`config.mk`:
```
export PLATFORM = sky130hd
export DESIGN_NAME = decode_sequencer
export DESIGN_NICKNAME = d
export VERILOG_FILES = /design/src/rtl/decode_sequencer.sv
export SDC_FILE = /design/constraint.sdc
export NUM_CORES = 1
export LEC_CHECK = 0
export ABC_AREA = 1
export BUFFER_PORTS_ARGS = -buffer_cell sky130_fd_sc_hd__clkbuf_2
export CAP_MARGIN = 20
export CORE_MARGIN = 10
export CORE_UTILIZATION = 30
export CTS_BUF_LIST = sky130_fd_sc_hd__clkbuf_16
export CTS_CLUSTER_DIAMETER = 50
export DETAILED_ROUTE_END_ITERATION = 8
export PLACE_DENSITY = 0.6
export SLEW_MARGIN = 20
export SYNTH_ARGS = -nofsm -noshare
export SYNTH_HDL_FRONTEND = slang
export SYNTH_SLANG_ARGS = --single-unit
```
`constraint.sdc`:
```
create_clock -name CLK -period 1.4 [get_ports CLK]
set_input_delay 0.21 -clock CLK [delete_from_list [all_inputs] [get_ports CLK]]
set_output_delay 0.21 -clock CLK [all_outputs]
set_load 0.02 [all_outputs]
```
`src/rtl/decode_sequencer.sv`:
```
// ID-stage decode/sequencer: opcode -> immediate format select, registered toward EX,
// with fixed-latency divide sequencing. Optional macro ILLEGAL_DETECT_EN builds illegal-opcode flagging.
module decode_sequencer #(
    parameter int DIV_LATENCY = 32
) (
    input  logic        CLK,
    input  logic        RESET,
    input  logic [31:0] INSTRUCTION_IN,
    input  logic        VALID_IN,
    output logic        READY_OUT,
    input  logic        FLUSH,
    input  logic        READY_IN,
    output logic        VALID_OUT,
    output logic [31:0] INSTRUCTION_OUT,
    output logic [3:0]  IMM_SELECT,
    output logic        IS_MULDIV,
    output logic        DIV_START,
    output logic        DIV_KILL,
    output logic        ILLEGAL_OUT
);

    localparam logic [6:0] OP_LUI    = 7'b0110111;
    localparam logic [6:0] OP_AUIPC  = 7'b0010111;
    localparam logic [6:0] OP_JAL    = 7'b1101111;
    localparam logic [6:0] OP_JALR   = 7'b1100111;
    localparam logic [6:0] OP_BRANCH = 7'b1100011;
    localparam logic [6:0] OP_LOAD   = 7'b0000011;
    localparam logic [6:0] OP_STORE  = 7'b0100011;
    localparam logic [6:0] OP_IMM    = 7'b0010011;
    localparam logic [6:0] OP_REG    = 7'b0110011;
    localparam logic [5:0] CNT_INIT  = 6'(DIV_LATENCY - 1);

    typedef enum logic {ST_RUN, ST_DIV_WAIT} state_t;

    state_t      r_state, w_state_nxt;
    logic [5:0]  r_cnt, w_cnt_nxt;
    logic        r_valid, w_valid_nxt;
    logic        r_div_start, w_start_nxt;
    logic        r_div_kill, w_kill_nxt;
    logic [31:0] r_instr;
    logic [3:0]  r_imm;
    logic        r_muldiv;
    logic        w_load;
    logic        w_accept;

    logic [6:0]  w_opcode;
    logic [2:0]  w_funct3;
    logic [3:0]  w_imm_sel;
    logic        w_is_muldiv;
    logic        w_is_div;

    assign w_opcode = INSTRUCTION_IN[6:0];
    assign w_funct3 = INSTRUCTION_IN[14:12];

    always_comb begin
        w_imm_sel = 4'b0111;
        case (w_opcode)
            OP_LUI, OP_AUIPC:  w_imm_sel = 4'b0000;
            OP_JAL:            w_imm_sel = 4'b0001;
            OP_IMM:            w_imm_sel = (w_funct3[1:0] == 2'b01) ? 4'b0101 : 4'b0010;
            OP_LOAD, OP_JALR:  w_imm_sel = 4'b0010;
            OP_BRANCH:         w_imm_sel = 4'b0011;
            OP_STORE:          w_imm_sel = 4'b0100;
            default:           w_imm_sel = 4'b0111;
        endcase
    end

    assign w_is_muldiv = (w_opcode == OP_REG) && (INSTRUCTION_IN[31:25] == 7'b0000001);
    assign w_is_div    = w_is_muldiv && w_funct3[2];

    // Nothing is accepted while a divide is outstanding.
    assign READY_OUT = (r_state == ST_RUN) && (READY_IN || !r_valid);
    assign w_accept  = VALID_IN && READY_OUT;

    always_comb begin
        w_state_nxt = r_state;
        w_cnt_nxt   = r_cnt;
        w_valid_nxt = r_valid;
        w_start_nxt = 1'b0;
        w_kill_nxt  = 1'b0;
        w_load      = 1'b0;
        if (FLUSH) begin
            w_kill_nxt  = (r_state == ST_DIV_WAIT) || r_div_start;
            w_valid_nxt = 1'b0;
            w_state_nxt = ST_RUN;
            w_cnt_nxt   = 6'd0;
        end else begin
            case (r_state)
                ST_RUN: begin
                    if (w_accept) begin
                        w_load = 1'b1;
                        if (w_is_div) begin
                            w_valid_nxt = 1'b0;
                            w_start_nxt = 1'b1;
                            w_cnt_nxt   = CNT_INIT;
                            w_state_nxt = ST_DIV_WAIT;
                        end else begin
                            w_valid_nxt = 1'b1;
                        end
                    end else begin
                        w_valid_nxt = r_valid && !READY_IN;
                    end
                end
                ST_DIV_WAIT: begin
                    if (r_cnt == 6'd0) begin
                        w_valid_nxt = 1'b1;
                        w_state_nxt = ST_RUN;
                    end else begin
                        w_cnt_nxt = r_cnt - 6'd1;
                    end
                end
                default: w_state_nxt = ST_RUN;
            endcase
        end
    end

    always_ff @(posedge CLK) begin
        if (RESET) begin
            r_state     <= ST_RUN;
            r_cnt       <= 6'd0;
            r_valid     <= 1'b0;
            r_div_start <= 1'b0;
            r_div_kill  <= 1'b0;
            r_instr     <= 32'h00000013;
            r_imm       <= 4'b0111;
            r_muldiv    <= 1'b0;
        end else begin
            r_state     <= w_state_nxt;
            r_cnt       <= w_cnt_nxt;
            r_valid     <= w_valid_nxt;
            r_div_start <= w_start_nxt;
            r_div_kill  <= w_kill_nxt;
            if (w_load) begin
                r_instr  <= INSTRUCTION_IN;
                r_imm    <= w_imm_sel;
                r_muldiv <= w_is_muldiv;
            end
        end
    end

`ifdef ILLEGAL_DETECT_EN
    logic w_illegal;
    logic r_illegal;

    assign w_illegal = !(w_opcode inside {OP_LUI, OP_AUIPC, OP_JAL, OP_JALR, OP_BRANCH,
                                          OP_LOAD, OP_STORE, OP_IMM, OP_REG});

    always_ff @(posedge CLK) begin
        if (RESET)
            r_illegal <= 1'b0;
        else if (w_load)
            r_illegal <= w_illegal;
    end

    assign ILLEGAL_OUT = r_illegal;
`else
    assign ILLEGAL_OUT = 1'b0;
`endif

    assign VALID_OUT       = r_valid;
    assign INSTRUCTION_OUT = r_instr;
    assign IMM_SELECT      = r_imm;
    assign IS_MULDIV       = r_muldiv;
    assign DIV_START       = r_div_start;
    assign DIV_KILL        = r_div_kill;

endmodule

```
## Yosys cells after proc, flatten, opt, wreduce, memory -nomap -nowiden

Cells that the tools add are included.

| word-level totals | value |
|---|---|
| bits in latches | 0 |
| memory bits (writable) | 0 |
| register bits after elaboration | 47 |
| memories | 0 |
| memory bits (read-only) | 0 |

| cells by class | value |
|---|---|
| div/mod/pow operators | 0 |
| eq/ne operators | 15 |
| reduce and logical (&&, ||, !) cells | 16 |
| bitwise gates (word level) | 2 |
| muxes and demuxes | 17 |
| magnitude comparators | 0 |
| add/subtract/negate cells | 1 |
| multiply operators | 0 |
| shift operators | 0 |

Operator list:

| operator | count |
|---|---|
| $eq 7x6->1 const B | 3 |
| $eq 7x7->1 const B | 3 |
| $mux 6 | 3 |
| $pmux 3 s6 | 1 |
| $eq 7x5->1 const B | 2 |
| $pmux 6 s2 | 1 |
| $mux 1 | 9 |
| $reduce_or 2->1 | 4 |
| $eq 7x1->1 const B | 1 |
| $eq 7x2->1 const B | 1 |
| $logic_not 6->1 | 1 |
| $ne 2x2->1 const B | 3 |
| $sub 6x1->6 const B | 1 |
| $logic_and 1x1->1 | 5 |
| $pmux 1 s2 | 2 |
| $mux 3 | 1 |
| $reduce_and 3->1 | 1 |
| $reduce_or 3->1 | 1 |
| $eq 2x1->1 const B | 1 |
| $logic_not 1->1 | 2 |
| $logic_or 1x1->1 | 2 |
| $ne 2x1->1 const B | 1 |
| $not 1->1 | 2 |

## Depth between registers and ports, before layout

| logic depth | value |
|---|---|
| depth in word-level cells | 7 |
| gate-level depth with buffers | 10 |

## Least setup slack after synthesis

Ideal clock, no wire load.

| timing path | value |
|---|---|
| kind | reg2reg |
| start point | reg r_cnt[0] |
| end point | reg r_cnt[5] |
| required time | 1.285 ns |
| setup time | 0.115 ns |
| buffers on the path | 1 |
| data arrival time | 1.153 ns |
| cell stages (with the launch flop) | 9 |
| period minus slack after synthesis | 1.268 ns |
| setup slack | 0.132 ns |
| cell sequence | dfxtp_1 -> inv_1 -> ha_1 -> nand3_1 -> o21ai_1 -> buf_2 -> nand3_1 -> nand2_1 -> nor2_1 |

| between the ends | value |
|---|---|
| word-level cells in the longest chain between the ends | 3 |
| elaborated cells between the ends (all ways) | 6 |
| those cells by class | add/sub (1); eq/ne (1); mux (2); reduce/logical (2) |

Ends and longest elaborated chain:

| element | RTL line | source |
|---|---|---|
| from (decl) | 36 | `logic [5:0] r_cnt, w_cnt_nxt;` |
| from (signal assigned) | 129 | `r_cnt <= w_cnt_nxt;` |
| $sub 6x1->6 or $logic_not 6->1 (tied branches) | 109, 105 |  |
| $mux 6 or $ne 2x2->1 (tied branches) | n/a |  |
| $pmux 6 s2 or $reduce_and 3->1 (tied branches) | n/a |  |

Parallel ways exist; a longest one is shown, timed or not. The select of a mux whose other input is x is not followed.
A chain may end at the register's enable or synchronous reset.

## Final worst setup path

| timing path | value |
|---|---|
| start point | reg r_valid, in the netlist VALID_OUT |
| end point | reg r_instr[3], in the netlist INSTRUCTION_OUT[3] |

| between the ends | value |
|---|---|
| word-level cells in the longest chain between the ends | 7 |

Ends and longest elaborated chain:

| element | RTL line | source |
|---|---|---|
| from (decl) | 37 | `logic r_valid, w_valid_nxt;` |
| from (signal assigned) | 130 | `r_valid <= w_valid_nxt;` |
| $logic_not 1->1 | 72 | `assign READY_OUT = (r_state == ST_RUN) && (READY_IN \|\| !r_valid);` |
| $logic_or 1x1->1 | 72 |  |
| $logic_and 1x1->1 | 72 |  |
| $logic_and 1x1->1 | 73 | `assign w_accept = VALID_IN && READY_OUT;` |
| $mux 1 | 90 | `if (w_accept) begin` |
| $mux 1 | 88 | `case (r_state)` |
| $mux 1 | 82 | `if (FLUSH) begin` |
| to (signal assigned) | 124 | `r_instr <= 32'h00000013;` |
| to (signal assigned) | 134 | `r_instr <= INSTRUCTION_IN;` |
| to (decl) | 40 | `logic [31:0] r_instr;` |

Every way passes these cells.

==> reports/qor.csv <==
stage;metric;value;unit
outcome;status;complete, no violations;
global_route;vias in the first global route;1886;
critical_path;Worst Path Arrival;1.51;ns
detailed_routing;DR vias/cell;4.50;
synth;synthesized area per cell;6.95;sq um
clock_tree;TritonCTS Buffers;5;
synth;post-synthesis adder-cell area fraction;0.0123;
clock_tree;Longest Clk Path Bufs;2;
critical_path;CP Capture Type;flip-flop;
final_layout;layout cell share with drive strength beyond 1;0.277;
clock_tree;cts hold-fix bufs;0;
pwr;Pwr Density;1070;nW/um^2
pwr;VDD IR-drop max;424;uV
synth;Synth Area in Compound Gates;0.127;
sta;final-report setup violation count;0;
floorplan;Die Y;102;um
floorplan;# rows;29;
placed_design;Routability Congestion;0.805;
critical_path;Required @ worst endpoint;1.61;ns
detailed_routing;final wirelength;5890;um
final_layout;area of the multi-input gates;942;sq um
synth;combinational family with the most area after synthesis;simple AND/OR/NAND/NOR gates;
clock_tree;clock-pin slew on the worst setup and hold paths;0.06;ns
critical_path;Crit Path Category;reg -> reg;
final_layout;final core utilization;0.423;
final_layout;final net count;414;
final_layout;register area;922;sq um
synth;Mapped Cells;293;
floorplan;Die Wd;102;um
final_layout;Finished Cell Area;2730;sq um
synth;Cell Area, Synth;2040;sq um
synth;Synth area leaders;dfxtp_1, nand2_1, a21oi_1, nor2_1, inv_1;
floorplan;core outline area;6460;sq um
sta;Clock Skews;0.00232;ns
detailed_routing;post-route ant nets;0;
critical_path;crit path launch type;flip-flop;
synth;post-synthesis sequential area ratio;0.452;
detailed_routing;via count;2037;
floorplan;IO Count;79;
pwr;Final Total Pwr;2.93;mW
sta;crit share post-route;0.927;
clock_tree;Root Driver;clkbuf_16;
synth;post-synthesis mux area share;0;
placed_design;DP HPWL;4380;um
sta;Slew Viols, Final;0;
clock_tree;clock latency on the worst-skew pair;0.28;ns
detailed_routing;DRT iter0 DRCs;31;
global_route;Total GRT Usage;0.107;
detailed_routing;WL/cell;13.0;um
detailed_routing;# DRC;0;
worst_hold_path;worst min path class;in -> reg;
clock_tree;clk sinks;46;
detailed_routing;TritonRoute pass-1 iters;4;
synth;Synth Area in XOR/XNOR;0.00430;
placed_design;Port Buffer Count;76;
final_layout;Filler cells;714;
placed_design;placed instance area;2500;sq um
sta;Final Hold Fails;0;
global_route;global-route wire length before repair;9030;um
final_layout;Antenna diodes;0;
clock_tree;H-Tree Level Count;2;
critical_path;CP max FO;11;
sta;fmax;771;MHz
final_layout;Area Overhead vs Synth;34.0;%
synth;Post-Synth Simple-Gate Area;0.307;
run;max_cap viols;0;
synth;count of cell types in the netlist;25;
synth;synth warn;0;
global_route;largest net degree at the start of global routing;44;
sta;fin crit period;1.30;ns
floorplan;Starting Density;0.315;
clock_tree;CTS tree;done;
sta;WHS;0.145;ns
synth;flops & latches, synth;46;
pwr;Leak;1.35;nW
global_route;grt total ovfl;0;
floorplan;die area;10500;sq um
synth;Yosys top cell by area;dfxtp_1;
global_route;initial antenna violation count;0;
synth;post-synth top area share;0.452;
==> state kept, by name, summed over array words and instances (netlist names) <==
name,count
DIV_START,1
IS_MULDIV,1
INSTRUCTION_OUT,32
r_state,1
r_cnt,6
VALID_OUT,1
DIV_KILL,1
IMM_SELECT,3
==> cells in the mapped netlist <==
cell type / n
buf_4: 5
inv_2: 3
nand2_1: 89
nand4_1: 2
nand4_2: 1
nor4_1: 1
nor2_2: 1
inv_1: 25
nand2_2: 2
xor2_1: 1
conb_1: 1
dfxtp_1: 46
a21oi_1: 37
nor2_1: 33
o21ai_1: 1
nor2_4: 1
ha_1: 2
buf_2: 3
buf_6: 2
o21ai_0: 12
o211ai_1: 1
nand3_1: 16
nor3_1: 3
nand2_4: 1
clkbuf_1: 4
==> cells in the final DEF, fill, tap and decap left out, drive strengths merged <==
master,synthesis,final
xor2,1,1
o21ai,13,13
conb,1,2
buf,10,10
nand4,3,3
nor3,3,3
inv,28,29
o211ai,1,1
nor2,35,35
clkbuf,4,83
clkinv,0,2
nor4,1,1
nand3,16,16
nand2,92,92
a21oi,37,37
ha,2,2
dfxtp,46,46
==> cell type report <==
class | count | share of cell area
multi-input combinational | 206 | 0.345
sequential | 46 | 0.338
timing repair buffer | 88 | 0.190
clock buffer | 5 | 0.0459
inverter | 28 | 0.0413
tap | 77 | 0.0353
clock inverter | 3 | 0.00459
==> final timing paths <==
| path | startpoint | slack, ns | cells past startpoint | end |
|---|---|---|---|---|
| min | INSTRUCTION_IN[1] | 0.15 | 3 | INSTRUCTION_OUT[1] |
| min reg2reg | INSTRUCTION_OUT[7] | 0.46 | 2 | INSTRUCTION_OUT[7] |
| max reg2reg | VALID_OUT | 0.10 | 8 | INSTRUCTION_OUT[3] |
| max | VALID_OUT | 0.10 | 8 | INSTRUCTION_OUT[3] |
==> what timing repair did <==
action,4_1_cts,5_1_grt
endpoints found under the setup margin,0,29
resized for setup,0,7
setup buffers,0,2
==> power breakdown <==
group          switching (mW)  internal, mW
clock network           0.466         0.645
logic                   0.265         0.156
registers              0.0282          1.37
total                   0.759          2.17
==> routing by layer <==
metal	part of all wire	wire length, um	global-route usage	vias to the layer above
met3	0.086	508	0.0445	4
met1	0.46	2700	0.130	883
li1	-	-	-	1095
met2	0.45	2630	0.168	55
met4	0.0093	55	0.0358	0
met5	0	0	0	-
==> logic make-up (layout without fill, tap and decap cells) <==
family,count (synthesis),count (layout)
and+or+nand+nor,150,150
AOI/OAI and AO/OA,51,51
DFF,46,46
buffers and inverters,42,124
adders and majority gates,2,2
other,1,2
xor gates and xnor gates,1,1
==> metrics by stage <==
stage / std cells / setup TNS, ns / worst slack (ns)
floorplan: 294 / 0 / 0.132
global placement: 441 / 0 / 0.0884
detailed placement: 441 / 0 / 0.0410
CTS: 449 / 0 / 0.00864
global route: 453 / -0.000150 / -0.000150
finish: 453 / 0 / 0.103
==> worst max-delay path: stages, from the launching register on <==
cell	delay, ns
dfxtp_2	0.32
nand2_1	0.08
nand2_2	0.08
nor2_4	0.21
nand2_8	0.10
inv_8	0.08
clkbuf_16	0.16
o21ai_0	0.07
a21oi_1	0.13
No activity file was read; power rests on OpenSTA's default activity.
